[src/rtl/mux_scan_serializer_pkg.sv]
// Shared types and defaults for the mux scan serializer and its selector.
package mux_scan_pkg;

  typedef enum logic [1:0] {
    IDLE   = 2'd0,
    SHIFT  = 2'd1,
    PARITY = 2'd2
  } scan_state_t;

  localparam int SCAN_DEFAULT_N = 16;

endpackage

[src/rtl/mux_scan_serializer_if.sv]
// Load handshake, serial port and selector-side status of the scan serializer.
interface mux_scan_serializer_if #(
  parameter int N = 16
);
  localparam int SEL_W = $clog2(N);

  logic             load_valid;
  logic             load_ready;
  logic [N-1:0]     load_data;
  logic             ser_valid;
  logic             ser_ready;
  logic             ser_bit;
  logic             ser_last;
  logic [SEL_W-1:0] sel;
  logic             busy;

  // master is the serializer; slave is the upstream/downstream environment
  modport master (
    input  load_valid, load_data, ser_ready,
    output load_ready, ser_valid, ser_bit, ser_last, sel, busy
  );

  modport slave (
    output load_valid, load_data, ser_ready,
    input  load_ready, ser_valid, ser_bit, ser_last, sel, busy
  );
endinterface

[src/rtl/mux_scan_serializer_select.sv]
// N-to-1 combinational selector feeding the serial bit from the captured word.
module scan_select_mux #(
  parameter int N     = 16,
  parameter int SEL_W = $clog2(N)
) (
  input  logic [N-1:0]     data_q,
  input  logic [SEL_W-1:0] sel,
  output logic             bit_o
);

  assign bit_o = data_q[sel];

endmodule

[src/rtl/mux_scan_serializer.sv]
// Parallel-to-serial frame scanner driving a 16-to-1 selector stage.
// Optional trailing even-parity beat is enabled by defining MUX_SCAN_PARITY_EN.
//
// state  | meaning
// IDLE   | waiting for a word, load_ready high
// SHIFT  | emitting data bits, sel walks across the word
// PARITY | emitting the even-parity beat, sel parked on the final index
module mux_scan_serializer
  import mux_scan_pkg::*;
#(
  parameter int N         = SCAN_DEFAULT_N,
  parameter bit MSB_FIRST = 1'b0
) (
  input  logic                 clk,
  input  logic                 rst_n,
  mux_scan_serializer_if.master bus
);

  localparam int SEL_W = $clog2(N);
  localparam logic [SEL_W-1:0] FIRST_SEL = MSB_FIRST ? SEL_W'(N - 1) : '0;
  localparam logic [SEL_W-1:0] LAST_SEL  = MSB_FIRST ? '0 : SEL_W'(N - 1);

  scan_state_t      state_q, state_d;
  logic [N-1:0]     data_q, data_d;
  logic [SEL_W-1:0] sel_q, sel_d;
  logic             valid_q, valid_d;
  logic             last_q, last_d;
  logic             ready_q, ready_d;
  logic             mux_bit;

  scan_select_mux #(
    .N     (N),
    .SEL_W (SEL_W)
  ) u_select (
    .data_q (data_q),
    .sel    (sel_q),
    .bit_o  (mux_bit)
  );

  always_comb begin
    state_d = state_q;
    data_d  = data_q;
    sel_d   = sel_q;
    case (state_q)
      IDLE: begin
        if (bus.load_valid) begin
          data_d  = bus.load_data;
          sel_d   = FIRST_SEL;
          state_d = SHIFT;
        end
      end
      SHIFT: begin
        if (bus.ser_ready) begin
          // sel never wraps; it stays on the final index until the next load
          if (sel_q == LAST_SEL) begin
`ifdef MUX_SCAN_PARITY_EN
            state_d = PARITY;
`else
            state_d = IDLE;
`endif
          end else if (MSB_FIRST) begin
            sel_d = sel_q - 1'b1;
          end else begin
            sel_d = sel_q + 1'b1;
          end
        end
      end
`ifdef MUX_SCAN_PARITY_EN
      PARITY: begin
        if (bus.ser_ready) state_d = IDLE;
      end
`endif
      default: state_d = IDLE;
    endcase

    valid_d = (state_d != IDLE);
    ready_d = (state_d == IDLE);
`ifdef MUX_SCAN_PARITY_EN
    last_d  = (state_d == PARITY);
`else
    last_d  = (state_d == SHIFT) && (sel_d == LAST_SEL);
`endif
  end

  always_ff @(posedge clk) begin
    if (!rst_n) begin
      state_q <= IDLE;
      data_q  <= '0;
      sel_q   <= '0;
      valid_q <= 1'b0;
      last_q  <= 1'b0;
      ready_q <= 1'b1;
    end else begin
      state_q <= state_d;
      data_q  <= data_d;
      sel_q   <= sel_d;
      valid_q <= valid_d;
      last_q  <= last_d;
      ready_q <= ready_d;
    end
  end

  assign bus.load_ready = ready_q;
  assign bus.ser_valid  = valid_q;
  assign bus.busy       = valid_q;
  assign bus.ser_last   = last_q;
  assign bus.sel        = sel_q;
`ifdef MUX_SCAN_PARITY_EN
  assign bus.ser_bit    = valid_q & ((state_q == PARITY) ? ^data_q : mux_bit);
`else
  assign bus.ser_bit    = valid_q & mux_bit;
`endif

endmodule

[src/flat_wrapper.sv]
// flat-port wrapper written by rule: the top's interface ports become plain ports
module mux_scan_serializer_flat import mux_scan_pkg::*;
#(
  parameter int N         = SCAN_DEFAULT_N,
  parameter bit MSB_FIRST = 1'b0
)
  (clk, rst_n, bus_load_valid, bus_load_data, bus_ser_ready, bus_load_ready, bus_ser_valid, bus_ser_bit, bus_ser_last, bus_sel, bus_busy);
  mux_scan_serializer_if #(.N(N)) bus_i ();
  input  logic clk;
  input  logic rst_n;
  input wire logic [$bits(bus_i.load_valid)-1:0] bus_load_valid;
  input wire logic [$bits(bus_i.load_data)-1:0] bus_load_data;
  input wire logic [$bits(bus_i.ser_ready)-1:0] bus_ser_ready;
  output wire logic [$bits(bus_i.load_ready)-1:0] bus_load_ready;
  output wire logic [$bits(bus_i.ser_valid)-1:0] bus_ser_valid;
  output wire logic [$bits(bus_i.ser_bit)-1:0] bus_ser_bit;
  output wire logic [$bits(bus_i.ser_last)-1:0] bus_ser_last;
  output wire logic [$bits(bus_i.sel)-1:0] bus_sel;
  output wire logic [$bits(bus_i.busy)-1:0] bus_busy;
  assign bus_i.load_valid = bus_load_valid;
  assign bus_i.load_data = bus_load_data;
  assign bus_i.ser_ready = bus_ser_ready;
  assign bus_load_ready = bus_i.load_ready;
  assign bus_ser_valid = bus_i.ser_valid;
  assign bus_ser_bit = bus_i.ser_bit;
  assign bus_ser_last = bus_i.ser_last;
  assign bus_sel = bus_i.sel;
  assign bus_busy = bus_i.busy;
  mux_scan_serializer #(.N(N), .MSB_FIRST(MSB_FIRST)) u_core (.clk(clk), .rst_n(rst_n), .bus(bus_i));
endmodule
[config.mk]
export PLATFORM = sky130hd
export DESIGN_NAME = mux_scan_serializer_flat
export DESIGN_NICKNAME = d
export VERILOG_FILES = /design/src/rtl/mux_scan_serializer_pkg.sv /design/src/rtl/mux_scan_serializer_if.sv /design/src/rtl/mux_scan_serializer_select.sv /design/src/rtl/mux_scan_serializer.sv /design/src/flat_wrapper.sv
export SDC_FILE = /design/constraint.sdc
export NUM_CORES = 1
export LEC_CHECK = 0
export CORE_AREA = 2 2 42 73
export DETAILED_ROUTE_END_ITERATION = 10
export DIE_AREA = 0 0 44 75
export PLACE_DENSITY = 0.79
export REMOVE_ABC_BUFFERS = 1
export SYNTH_ARGS = -nofsm -noshare
export SYNTH_HDL_FRONTEND = slang
export SYNTH_HIERARCHICAL = 1
export SYNTH_SLANG_ARGS = --single-unit
[constraint.sdc]
create_clock -name clk -period 1.84 [get_ports clk]
set_input_delay 0.552 -clock clk [delete_from_list [all_inputs] [get_ports clk]]
set_output_delay 0.552 -clock clk [all_outputs]
set_load 0.02 [all_outputs]
[Yosys cells after proc, flatten, opt, wreduce, memory -nomap -nowiden]
Cells that the tools add are included.
Storage, ports and cells
  flip-flop bits (word level): 25
  output and inout bits: 9
  logic and storage cells: 28
Cells by class
  eq/ne operators: 4
  bitwise logic cells: 1
  mux-type cells: 10
  add/subtract/negate cells: 1
  $lt $le $gt $ge: 1
  reduce and logical (&&, ||, !) cells: 5
Operator list (number)
  4-bit 2-to-1 mux: 3
  4-bit equality test, second input constant: 2
  4-bit one-hot mux with 2 select lines: 1
  2-bit 2-to-1 mux: 3
  4-bit by 5-bit less-than comparator with 1-bit output, second input constant: 1
  4-bit by 1-bit adder with 4-bit output, second input constant: 1
  1-bit binary-select mux with 4-bit select: 1
  2-bit by 1-bit equality test with 1-bit output, second input constant: 2
  2-bit zero test: 2
  2-bit one-hot mux with 2 select lines: 1
  2-bit AND reduction: 1
  2-bit nonzero test: 1
  1-bit bitwise AND: 1
  1-bit logical AND: 1
  1-bit 2-to-1 mux: 1

[Depth between registers and ports, before layout]
Gate-level depths: netlist of the first run.
  depth after elaboration: 6
  mapped depth: 5
  gate-level depth less buffers: 5

[Modules after synthesis]
The synthesis of the first run kept the hierarchy.
Modules (own cells, without submodules)
  mux_scan_serializer: area each 948.4 sq um, seq. area each 500.5 sq um, cells an instance 111, times used 1
  scan_select_mux: area each 135.1 sq um, seq. area each 0.0 sq um, cells an instance 7, times used 1

[Least setup slack after synthesis of the first run]
OpenSTA, ideal clock, no wires.
  path type: register to output
  from: register u_core.sel_q[0] (netlist: u_core/bus.sel[0])
  to: output port bus_ser_bit
  slack: -0.308 ns
  stages on the path, launching flop included: 5
  arrival: 1.596 ns
  required time: 1.288 ns
  path through: dfxtp_1 -> mux4_1 -> mux2i_1 -> mux2i_1 -> and2_1
Between the ends
  word-level cells in the longest chain between the ends: 3
Ends and longest elaborated chain
  from (decl): line mux_scan_serializer.sv:25  | logic [SEL_W-1:0] sel_q, sel_d;
  from (signal assigned): line mux_scan_serializer.sv:96  | sel_q <= sel_d;
  1-bit binary-select mux with 4-bit select: line mux_scan_serializer_select.sv:11  | assign bit_o = data_q[sel];
  1-bit 2-to-1 mux (implied by the code): line mux_scan_serializer_select.sv:11
  named net u_core.mux_bit: line mux_scan_serializer.sv:29  | logic mux_bit;
  1-bit bitwise AND: line mux_scan_serializer.sv:111  | assign bus.ser_bit = valid_q & mux_bit;
  to (decl): line flat_wrapper.sv:16  | output wire logic [$bits(bus_i.ser_bit)-1:0] bus_ser_bit;
The timed path passes the listed nets, and every way through them passes these cells. The select of a mux whose other input is x is not followed.

[Final worst setup path of the first run]
Ends and elaborated chain as after synthesis.

==> impl_results.md, run 1 <==
* Status: finished with violations
* Failing checks: setup timing
* Final net count at 184
* Worst Slack Setup Final at -379 ps
* Synth Flop Type: dfxtp_1
* Maximum clock rate at 451 MHz
* Avg WL per Cell at 13.7 um
* Starting Density at 0.403
* Initial DRC Count at 29
* VDD IR max at 0.000490 V
* Full die area at 3300 sq um
* Total track usage at 0.173
* Die Y at 75 um
* Ratio of cells with drive above 1 in the final layout at 0.216
* Post-synthesis sequential area ratio at 0.462
* Leak Pwr at 0.642 nW
* CTS tree: yes
* I/O pins at 29
* Min cycle time layout at 2220 ps
* # setup viols final at 2
* Pwr per Cell Area at 652 nW/um^2
* Total core area at 2690 sq um
* Gr ovfl total at 0
* Top cells by area, synth: dfxtp_1 46%, nand2_1 12%, mux4_1 9.7%
* Dpl hpwl at 1960 um
* Remaining antenna violation count after routing at 0
* Final Cycle Share at 1.21
* Critical path data arrival time at 1670 ps
* Worst endpoint required time at 1290 ps
* Vias in the first global route at 993
* Rows at 25
* Critical Path Sink Type: output port
* Worst Setup Start Kind: flip-flop
* Clock buffer depth at 2
* Syn_area_per_cell at 9.18 sq um
* Max Clock Skew at 1.96 ps
* Port Buffers at 28
* First-pass GRT wire length at 4290 um
* Mapped cell area at 1080 sq um
* Reg clk slew, reported paths at 80 ps
* Commonest cells in the netlist: 36 x nand2_1, 25 x dfxtp_1, 17 x a21oi_1
* Clk root buf: clkbuf_8
* # Max-Cap Violations at 0
* WS Path Type: reg2out
* RSZ-0062 raised after global routing: yes
* Post-Syn Instances at 118
* Ys async rst share at 0
* Total CTS buffers at 3
* Largest net degree at the start of global routing at 19
* Crit Path Max Fanout at 5
* RD Place Congestion at 0.839
* Vias/cell at 5.37
* Chip width at 44 um
* Area share of the largest cell type after synthesis at 0.462
* Ant. Diodes at 0
* CTS hold repair buffers at 0
* Routed vias at 1,015
* Post-synth EDFFs at 0
* Fillers at 248
* # DRC at 0
* Yosys warning total at 6
* Final hold vios at 0
* #FFs+latches synth at 25
* Minimum hold slack at 463 ps
* Most frequent cell after synthesis: nand2_1
* Synth area leader: dfxtp_1
* Synth cell types at 27
* Final Cell Area at 1580 sq um
* Post-layout util at 0.586
* Later-pin clock latency in the skew report at 260 ps
* Fin. max-slew vios at 0
* HP Class: reg2reg
* 1st-pass router iterations at 4
* CTS sink cnt at 25
* Placed Area at 1480 sq um
* Htree depth at 1
* Total Routed Length at 2590 um
* Initial antenna violation count at 0
* Synthesis-to-finish area growth at 45.4%
[through the flow]
step	worst slack [ps]	power, mW	setup TNS, ps	instances
final	-379	1.03	-425	189
after global routing	-485	1.08	-589	189
after CTS	-393	1.03	-407	188
after detailed placement	-619	0.720	-1070	183
after global placement	-592	0.715	-944	183
after floorplan	-308	0.639	-308	114
[final timing paths]
path | slack [ps] | cells after the start | endpoint | startpoint
setup reg to reg | -50 | 6 | u_core/bus.ser_last | u_core/bus.sel[0]
hold reg to reg | 460 | 2 | u_core/data_q[5] | u_core/data_q[5]
setup / recovery | -380 | 5 | bus_ser_bit | u_core/bus.sel[0]
hold / removal | 460 | 2 | u_core/data_q[5] | u_core/data_q[5]
[critical path, stage by stage (launching register included)]
cell	delay, ps
dfxtp_4	390
mux4_2	500
mux2i_1	140
mux2i_1	100
and2_1	150
buf_6	130
[power by group]
part	internal (mW)	switching, mW	total, mW
Combinational	0.0830	0.0592	0.142
Clock	0.154	0.155	0.309
Sequential	0.561	0.0158	0.576
Total	0.798	0.230	1.03
[what timing repair did]
item	CTS	global route
gates resized for setup	19	6
pin swaps	1	2
endpoints found under the setup margin	6	3
setup buffers	1	1
[metal layers]
metal  wire length, um  share of wire  track usage  vias up
met5                 0              0            0        -
met4               124          0.048        0.111        0
met3               103          0.040       0.0240       13
met2              1370           0.53        0.306       29
met1               995           0.38        0.188      478
li1                  -              -            -      495
[layout make-up]
cell class | count | area, sq um | share of cell area
tap | 27 | 33.8 | 0.0214
clock buffer | 4 | 45.0 | 0.0286
sequential | 25 | 504 | 0.320
timing repair buffer | 44 | 398 | 0.253
inverter | 3 | 11.3 | 0.00715
multi-input combinational | 86 | 583 | 0.370
[state kept, by name, summed over array words and instances (netlist names)]
register               cells
u_core/bus.sel             4
u_core/bus.ser_last        1
u_core/bus.busy            1
u_core/data_q             16
u_core/state_q             2
u_core/bus.load_ready      1
[logic make-up (layout without fill, tap and decap cells)]
family	Yosys count	in the layout	share of synthesized area
compound gates	22	22	0.112
fa+ha+maj	1	1	0.0115
buf+inv	7	51	0.0277
flops	25	25	0.462
mux	8	8	0.134
other cells	1	1	0.00346
simple gates	54	54	0.249
[placed cells by master (no fill, tap or decap), types with 2 or more instances in the layout]
| cell | n |
|---|---|
| a21oi_1 | 17 |
| dlygate4sd2_1 | 5 |
| clkdlybuf4s50_1 | 21 |
| clkbuf_8 | 3 |
| nor2_1 | 4 |
| nand2_1 | 36 |
| inv_1 | 2 |
| buf_4 | 16 |
| dfxtp_1 | 24 |
| mux2i_1 | 4 |
| mux4_2 | 4 |
(Power assumes the default switching activity.)
==> run 2: changes to the inputs <==
--- a/config.mk
+++ b/config.mk
@@ -5,10 +5,10 @@
 export SDC_FILE = /design/constraint.sdc
 export NUM_CORES = 1
 export LEC_CHECK = 0
-export CORE_AREA = 2 2 42 73
+export CORE_AREA = 2 2 40 70
 export DETAILED_ROUTE_END_ITERATION = 10
-export DIE_AREA = 0 0 44 75
-export PLACE_DENSITY = 0.79
+export DIE_AREA = 0 0 42 72
+export PLACE_DENSITY = 0.83
 export REMOVE_ABC_BUFFERS = 1
 export SYNTH_ARGS = -nofsm -noshare
 export SYNTH_HDL_FRONTEND = slang
==> constraint.sdc (replaced) <==
create_clock -name clk -period 2.15 [get_ports clk]
set_input_delay 0.645 -clock clk [delete_from_list [all_inputs] [get_ports clk]]
set_output_delay 0.645 -clock clk [all_outputs]
set_load 0.02 [all_outputs]
==> run 2 against run 1 <==
Effect of this change: the run still ends with setup timing left; first-iteration DRC count increased by 6.9%; worst setup slack better by 180 ps; global-route usage grew 1.3 points; core utilization rose by 3.0 points; flip-flop and latch count unchanged; total power down 16%; combinational power shrank 20%; routed wire length shrank 0.81%; design area is 4.9% lower.
==> impl_results.md, run 2 (same netlist as run 1, synthesis figures left out) <==
* Leak Pwr at 0.576 nW
* # Max-Cap Violations at 0
* Total core area at 2430 sq um
* Worst Slack Setup Final at -203 ps
* Max FFs per register at 16
* Final Cycle Share at 1.09
* Gr ovfl total at 0
* Starting Density at 0.445
* Final non-filler cell total at 183
* Final Cell Area at 1500 sq um
* Avg WL per Cell at 14.1 um
* CTS hold repair buffers at 0
* Flop2flop setup slack at 210 ps
* Die Y at 72 um
* Worst r2r src: u_core/bus.sel[0]
* Sink of the worst hold path: u_core/data_q[6]
* CTS sink cnt at 25
* Initial DRC Count at 31
* Most frequent cells in the layout: 36 x nand2_1, 27 x clkdlybuf4s50_1, 23 x dfxtp_1
* Rows at 24
* Dpl hpwl at 2020 um
* 1st-pass router iterations at 4
* Crit Path Max Fanout at 5
* Hold Path Origin: u_core/data_q[6]
* Max Clock Skew at 7.92 ps
* Min cycle time layout at 2350 ps
* Switching fraction of total power at 0.223
* Worst endpoint required time at 1500 ps
* RD Place Congestion at 0.816
* Final hold vios at 0
* Worst Setup Start Kind: flip-flop
* I/O pins at 29
* Port Buffers at 28
* Clk root buf: clkbuf_8
* VDD IR max at 0.000449 V
* Clock buffer depth at 2
* Int Power at 0.674 mW
* Synthesis-to-finish area growth at 38.2%
* Later-pin clock latency in the skew report at 260 ps
* Post-layout util at 0.616
* Critical path data arrival time at 1710 ps
* Full die area at 3020 sq um
* CTS tree: yes
* Ratio of cells with drive above 1 in the final layout at 0.172
* Failing checks: setup timing
* Reg clk slew, reported paths at 80 ps
* Setup Buffers After CTS at 0
* RSZ-0062 raised after global routing: yes
* Routed vias at 989
* Sequential Power Share at 0.568
* Fin. max-slew vios at 0
* Vias/cell at 5.40
* Hold path cells at 2
* # DRC at 0
* Gate power share at 0.130
* Ant. Diodes at 0
* Vias in the first global route at 1,015
* Total CTS buffers at 3
* Initial antenna violation count at 0
* Setup TNS at -203 ps
* First-pass GRT wire length at 4400 um
* WS Path Type: reg2out
* NetSw at 0.194 mW
* # setup viols final at 1
* HP Class: reg2reg
* DP Worst Slack at -456 ps
* Pwr per Cell Area at 580 nW/um^2
* Final net count at 179
* Largest Register: u_core/data_q
* Total Routed Length at 2570 um
* Placed Area at 1460 sq um
* Clk pwr share at 0.302
* Maximum clock rate at 425 MHz
* Remaining antenna violation count after routing at 0
* Worst R2R Path Depth at 6
* Dpl cells at 179
* Largest net degree at the start of global routing at 19
* Status: finished with violations
* Total track usage at 0.186
* Reg-to-Reg End: u_core/bus.ser_last
* Most common cell after layout, fill and taps aside: nand2_1
* Htree depth at 1
* Chip width at 42 um
* Critical Path Sink Type: output port
* Resize count post-CTS at 12
-- run 2: cell type report --
cell class	count	area, sq um
clock buffer	3	41.3
clock inverter	1	5.00
fill	205	935
inverter	3	11.3
multi-input combinational	86	538
sequential	25	505
tap	26	32.5
timing repair buffer	39	364
-- run 2: through the flow --
step	hold slack, ps	total power [mW]
after floorplan	432	0.547
after global placement	439	0.610
after detailed placement	445	0.616
after CTS	465	0.873
after global routing	493	0.902
final	470	0.868
-- run 2: routing by layer --
layer / up-vias / wire length (um) / global-route usage
met3: 6 / 103 / 0.0199
li1: 484 / - / -
met2: 35 / 1480 / 0.358
met4: 0 / 64 / 0.0932
met1: 464 / 927 / 0.192
met5: - / 0 / 0
-- run 2: how the worst max path moves through the flow --
stage / startpoint / endpoint / slack [ps]
2_1_floorplan: u_core/bus.sel[0] / bus_ser_bit / -90
3_3_place_gp: u_core/bus.sel[0] / bus_ser_bit / -400
3_5_place_dp: u_core/bus.sel[0] / bus_ser_bit / -460
4_1_cts: u_core/bus.sel[0] / bus_ser_bit / -220
5_1_grt: u_core/bus.sel[0] / bus_ser_bit / -300
6_report: u_core/bus.sel[0] / bus_ser_bit / -200
-- run 2: power by group through the flow --
stage / clock, mW / combinational [mW] / sequential, mW
4_1_cts: 0.268 / 0.113 / 0.493
3_3_place_gp: 0 / 0.108 / 0.502
6_report: 0.262 / 0.113 / 0.493
2_1_floorplan: 0 / 0.0428 / 0.504
5_1_grt: 0.284 / 0.123 / 0.495
3_5_place_dp: 0 / 0.112 / 0.503
-- run 2: worst max-delay path, cell delays in order, from the launching register on --
cell and delay, ps:
dfxtp_4 400, mux4_2 500, mux2i_1 150, mux2i_1 110, and2_1 160, buf_6 130
==> run 3: changes to the inputs <==
--- a/config.mk
+++ b/config.mk
@@ -8,6 +8,7 @@
 export CORE_AREA = 2 2 40 70
 export DETAILED_ROUTE_END_ITERATION = 10
 export DIE_AREA = 0 0 42 72
+export GPL_ROUTABILITY_DRIVEN = 1
 export PLACE_DENSITY = 0.83
 export REMOVE_ABC_BUFFERS = 1
 export SYNTH_ARGS = -nofsm -noshare
==> results of run 3 <==
Final layout, timing and power as in run 2 (identical DEF).
